[config.mk]
export PLATFORM = sky130hd
export DESIGN_NAME = simd_sat_addsub
export DESIGN_NICKNAME = d
export VERILOG_FILES = /design/src/rtl/simd_sat_addsub_pkg.sv /design/src/rtl/simd_lane_addsub.sv /design/src/rtl/simd_sat_addsub.sv
export SDC_FILE = /design/constraint.sdc
export NUM_CORES = 1
export LEC_CHECK = 0
export ABC_CLOCK_PERIOD_IN_PS = 3200
export BUFFER_PORTS_ARGS = -buffer_cell sky130_fd_sc_hd__buf_2
export CAP_MARGIN = 20
export CORE_AREA = 2 2 58 101
export DETAILED_ROUTE_END_ITERATION = 6
export DIE_AREA = 0 0 60 103
export PLACE_DENSITY = 0.82
export SLEW_MARGIN = 25
export SYNTH_ARGS = -nofsm -noshare
export SYNTH_HDL_FRONTEND = slang
export SYNTH_SLANG_ARGS = --single-unit
[constraint.sdc]
create_clock -name clk -period 3.2 [get_ports clk]
set_input_delay 0.32 -clock clk [delete_from_list [all_inputs] [get_ports clk]]
set_output_delay 0.32 -clock clk [all_outputs]
set_load 0.005 [all_outputs]
[src/rtl/simd_sat_addsub_pkg.sv]
// Shared types and helpers for the packed-SIMD saturating add/subtract unit.
// Lane saturation constants are produced at full MAX_LANE_W width and truncated by the user.
package simd_sat_addsub_pkg;

  localparam int MAX_LANE_W = 64;

  typedef struct packed {
    logic sub;
    logic sat;
  } op_ctrl_t;

  function automatic logic [MAX_LANE_W-1:0] lane_sat_max(input int unsigned lane_w);
    return (64'd1 << (lane_w - 1)) - 64'd1;
  endfunction

  function automatic logic [MAX_LANE_W-1:0] lane_sat_min(input int unsigned lane_w);
    return 64'd1 << (lane_w - 1);
  endfunction

  function automatic int unsigned calc_nlanes(input int unsigned data_w, input int unsigned lane_w);
    return data_w / lane_w;
  endfunction

  // Legal shapes: lanes at least 2 bits, no wider than the helper constants, and tiling DATA_W exactly.
  function automatic bit lane_cfg_ok(input int unsigned data_w, input int unsigned lane_w);
    return (lane_w >= 2) && (lane_w <= MAX_LANE_W) && (data_w >= lane_w) && ((data_w % lane_w) == 0);
  endfunction

endpackage

[src/rtl/simd_lane_addsub.sv]
// One combinational lane: a + b' + cin with signed-overflow detection and optional saturation.
// The caller pre-inverts b and drives cin=1 for subtraction.
module simd_lane_addsub
  import simd_sat_addsub_pkg::*;
#(
  parameter int LANE_W = 4
) (
  input  logic [LANE_W-1:0] a,
  input  logic [LANE_W-1:0] bp,
  input  logic              cin,
  input  logic              sat,
  output logic [LANE_W-1:0] res,
  output logic              ovf
);

  localparam logic [LANE_W-1:0] SAT_MAX = LANE_W'(lane_sat_max(LANE_W));
  localparam logic [LANE_W-1:0] SAT_MIN = LANE_W'(lane_sat_min(LANE_W));

  logic [LANE_W-1:0] raw;

  assign raw = a + bp + {{(LANE_W-1){1'b0}}, cin};

  // Overflow only when both operands share a sign and the result sign differs from it.
  assign ovf = (a[LANE_W-1] == bp[LANE_W-1]) & (raw[LANE_W-1] != a[LANE_W-1]);

  always_comb begin
    res = raw;
    if (sat && ovf) begin
      res = a[LANE_W-1] ? SAT_MIN : SAT_MAX;
    end
  end

endmodule

[src/rtl/simd_sat_addsub.sv]
// Two-stage packed-SIMD add/subtract with per-lane saturation and valid/ready flow control.
// Optional saturation counter output enabled by defining SIMD_SAT_STATS_EN.
module simd_sat_addsub
  import simd_sat_addsub_pkg::*;
#(
  parameter  int DATA_W = 16,
  parameter  int LANE_W = 4,
  localparam int NLANES = calc_nlanes(DATA_W, LANE_W)
) (
  input  logic              clk,
  input  logic              rst_n,
  input  logic              in_valid,
  output logic              in_ready,
  input  logic [DATA_W-1:0] in_a,
  input  logic [DATA_W-1:0] in_b,
  input  logic              in_sub,
  input  logic              in_sat,
  output logic              out_valid,
  input  logic              out_ready,
  output logic [DATA_W-1:0] out_sum,
  output logic [NLANES-1:0] out_ovf,
  output logic              err_sticky,
  input  logic              err_clr
`ifdef SIMD_SAT_STATS_EN
  ,
  output logic [15:0]       sat_count
`endif
);

  generate
    if (!lane_cfg_ok(DATA_W, LANE_W)) begin : g_cfg_err
      $error("simd_sat_addsub: DATA_W must be a multiple of LANE_W and LANE_W must be >= 2");
    end
  endgenerate

  logic              s1_valid;
  logic [DATA_W-1:0] s1_a;
  logic [DATA_W-1:0] s1_bp;
  op_ctrl_t          s1_ctrl;

  logic              s2_valid;
  logic              s2_en;
  logic              out_xfer;

  logic [DATA_W-1:0] lane_res;
  logic [NLANES-1:0] lane_ovf;

  // A stage may load when it is empty or its contents are moving on this cycle.
  assign s2_en     = ~s2_valid | out_ready;
  assign in_ready  = ~s1_valid | s2_en;
  assign out_valid = s2_valid;
  assign out_xfer  = s2_valid & out_ready;

  // S1 captures operands with B already inverted for subtraction; cin is the sub flag itself.
  always_ff @(posedge clk or negedge rst_n) begin
    if (!rst_n) begin
      s1_valid <= 1'b0;
      s1_a     <= '0;
      s1_bp    <= '0;
      s1_ctrl  <= '0;
    end else if (in_ready) begin
      s1_valid <= in_valid;
      if (in_valid) begin
        s1_a         <= in_a;
        s1_bp        <= in_sub ? ~in_b : in_b;
        s1_ctrl.sub  <= in_sub;
        s1_ctrl.sat  <= in_sat;
      end
    end
  end

  genvar gi;
  generate
    for (gi = 0; gi < NLANES; gi++) begin : g_lane
      simd_lane_addsub #(
        .LANE_W(LANE_W)
      ) u_lane (
        .a   (s1_a[gi*LANE_W +: LANE_W]),
        .bp  (s1_bp[gi*LANE_W +: LANE_W]),
        .cin (s1_ctrl.sub),
        .sat (s1_ctrl.sat),
        .res (lane_res[gi*LANE_W +: LANE_W]),
        .ovf (lane_ovf[gi])
      );
    end
  endgenerate

  // S2 holds the result steady while the consumer stalls.
  always_ff @(posedge clk or negedge rst_n) begin
    if (!rst_n) begin
      s2_valid <= 1'b0;
      out_sum  <= '0;
      out_ovf  <= '0;
    end else if (s2_en) begin
      s2_valid <= s1_valid;
      if (s1_valid) begin
        out_sum <= lane_res;
        out_ovf <= lane_ovf;
      end
    end
  end

  // A setting transfer outranks a simultaneous clear.
  always_ff @(posedge clk or negedge rst_n) begin
    if (!rst_n) begin
      err_sticky <= 1'b0;
    end else if (out_xfer && (|out_ovf)) begin
      err_sticky <= 1'b1;
    end else if (err_clr) begin
      err_sticky <= 1'b0;
    end
  end

`ifdef SIMD_SAT_STATS_EN
  logic        s2_sat;
  logic [16:0] sat_hits;
  logic [16:0] sat_sum;

  always_ff @(posedge clk or negedge rst_n) begin
    if (!rst_n) begin
      s2_sat <= 1'b0;
    end else if (s2_en && s1_valid) begin
      s2_sat <= s1_ctrl.sat;
    end
  end

  always_comb begin
    sat_hits = '0;
    for (int i = 0; i < NLANES; i++) begin
      sat_hits = sat_hits + 17'(out_ovf[i] & s2_sat);
    end
  end

  assign sat_sum = {1'b0, sat_count} + sat_hits;

  // Clear wins over accumulation here; the count sticks at all-ones instead of wrapping.
  always_ff @(posedge clk or negedge rst_n) begin
    if (!rst_n) begin
      sat_count <= '0;
    end else if (err_clr) begin
      sat_count <= '0;
    end else if (out_xfer) begin
      sat_count <= sat_sum[16] ? 16'hFFFF : sat_sum[15:0];
    end
  end
`endif

endmodule

==> flow_summary.yaml <==
run_status:
  status: "finished, final reports clean"
logic_synthesis:
  synthFlopType: "dfrtp_1"
  synth.most_common_cell: "dfrtp_1"
  synth_common_cells: "dfrtp_1 (57), nand2_1 (24), nor2_1 (24)"
  synth_cell_types: 30
  ys_seq_area_share_pct: 46.7
  syn_nets: 334
  synth_area_leaders: "dfrtp_1 (47%), mux2_2 (6.6%), fa_1 (5.2%)"
  syn_area_mm2: 0.00305
  yosysTopAreaCell: "dfrtp_1"
  synthArstFlopShare_pct: 100
  synthCells: 279
  syn_avg_cell_area_um2: 10.9
  yosys_warnings: 0
  synth_edf_count: 0
  synth_top_area_share_pct: 46.7
  synth-seq-cells: 57
timing:
  hold_viol: 0
  period_minus_slack_ns: 2.12
  setup_viol: 0
  drv_slew: 0
  fin_crit_sh_pct: 66.1
  max_freq_mhz: 473
  relSlewSlack_pct: 42.4
  fin_setup_tns_ns: 0
  rsz0062_at_grt: "no"
  fin_worst_skew_ns: 0.00468
  worstMarginPinSlew_ns: 0.864
placement:
  dpl.hpwl_mm: 4.54
  portBuffers: 61
  gp_congestion: 0.848
  place_area_mm2: 0.00340
  post-place-cells: 406
cts:
  cts-resized-gates: 0
  root_buffer: "clkbuf_8"
  cts_setup_buffers: 0
  cts_tree: "built"
  htreeDepth: 3
  numCtsBuffers: 9
  holdBufCountCts: 0
  clkSinkCount: 57
  clk_pin_slew_ns: 0.06
  clockBufferDepth: 2
  insertion_delay_ns: 0.34
route:
  drt_first_pass_iters: 4
  drtIter0Drc: 73
  drc: 0
  vias: 2295
  routed_wl_mm: 5.89
  wl_per_cell_um: 14.0
  vias_per_cell: 5.44
  postRouteAntennaNets: 0
grt:
  grt_pass1_wl_mm: 10.0
  globalRouteMet3Util_pct: 5.27
  grt.total_usage_pct: 21.8
  grt_pass1_vias: 2251
  met2_usage_pct: 34.9
  met1_usage_pct: 27.1
  globalRouteOverflowTotal: 0
  antenna_found_initial: 0
  grt_max_degree: 51
  top_usage_layer: "met2"
power_and_ir_drop:
  p_leak_nw: 1.65
  irDropWorstVdd_mv: 0.391
  powerDensity_mw_per_mm2: 687
floorplan:
  ios: 62
  dieArea_mm2: 0.00618
  die_w_um: 60
  std_cell_rows: 36
  core-area_mm2: 0.00545
  die_h_um: 103
  start_util_pct: 56.0
critical_path:
  end_kind: "register"
  cp_max_fo: 5
  path_class: "reg -> reg"
  crit_required_ns: 3.43
  critPathLaunchType: "register"
  arrival_ns: 2.34
layout:
  fillers: 453
  final_layout_size_suffix_gt1_share_pct: 30.1
  final_nets: 396
  area_growth_pct: 18.3
  fin_area_mm2: 0.00361
  n_antenna_cell: 0
  instances_no_fill: 422
hold_path:
  min_path_type: "in -> async"
flow_run:
  drv_cap: 0
[area by class of cell]
class                   count  area (um2)  area share [%]
clock buffers              14         173            4.78
clock inverters             2        35.0           0.971
inverters                  13        48.8            1.35
multi-input cells         197        1510            41.9
flip-flops and latches     57        1430            39.5
well taps                  76        95.1            2.63
repair buffers             63         320            8.87
[worst paths after layout]
kind | endpoint | slack [ns] | depth (start not counted) | start
max in group asynchronous | out_sum[7] | 2.36 | 2 | rst_n
min in group clk | err_sticky | 0.18 | 2 | err_clr
worst min-delay path | s1_bp[15] | 0.09 | 1 | rst_n
worst max register to register | out_sum[2] | 1.08 | 5 | s1_ctrl[1]
worst max-delay path | out_sum[2] | 1.08 | 5 | s1_ctrl[1]
worst min register to register | out_sum[7] | 0.47 | 2 | out_sum[7]
[cell families after synthesis]
kind of cell	synth area share (%)
compound gates	18.2
xor+xnor	5.74
simple gates	10.4
fa+ha+maj	8.53
mux	6.64
buf+inv	3.73
flops	46.7
[through the flow]
| step | util, % | power [mW] | hold slack (ns) | worst slack (ns) |
|---|---|---|---|---|
| 2_1_floorplan | - | 1.54 | 0.0244 | 1.27 |
| 3_3_place_gp | 62.4 | 1.77 | 0.457 | 1.16 |
| 3_5_place_dp | 62.4 | 1.81 | 0.461 | 1.09 |
| 4_1_cts | 66.2 | 2.50 | 0.109 | 1.08 |
| 5_1_grt | 66.2 | 2.64 | 0.167 | 1.00 |
| 6_report | 66.2 | 2.48 | 0.0873 | 1.08 |
[worst max-delay path, stage by stage (launching register included)]
cell,delay [ns]
dfrtp_1,0.50
fa_1,0.50
a21o_1,0.23
a211oi_2,0.30
a311oi_2,0.11
a221o_1,0.37
[metal layers]
layer  up-vias  routed length, um
met4         0                148
met2        55               3010
met1      1107               2540
met5         -                  0
li1       1122                  -
met3        11                187
[power breakdown]
group	internal, mW	switching [mW]	total, mW
Clock	0.422	0.268	0.691
Sequential	0.897	0.145	1.04
Combinational	0.371	0.378	0.748
Total	1.69	0.791	2.48
[registers in the layout, indices dropped and copies added, names as in the netlist]
name and count:
err_sticky 1, out_ovf 4, out_sum 16, out_valid 1
s1_a 16, s1_bp 16, s1_ctrl 2, s1_valid 1
[placed cells by master, fill, tap and decap left out]
cell type  netlist  layout
a211oi_1         8       8
a211oi_2         4       4
a21o_1           4       4
a21oi_1         16      16
a221o_1          8       8
a221oi_1         8       8
a311oi_2         4       4
and2_1           1       1
buf_2            7      61
buf_4            3       2
bufinv_16        0       1
clkbuf_1         2       2
clkbuf_8         0      12
clkinv_2         0       1
dfrtp_1         57      57
fa_1             8       8
ha_1             8       8
inv_1           13      13
mux2_2          18      18
nand2_1         24      24
nand2b_1         6       6
nand2b_2         1       1
nand3_1          8       8
nand3b_1         1       1
nor2_1          24      24
nor3b_1          4       4
nor4_1           1       1
o21a_1           4       4
o21ai_0         12      12
o22ai_1          1       1
o31ai_1          4       4
xnor2_1         16      16
xor2_1           4       4
Note: power is estimated with default switching activity, not from simulation.
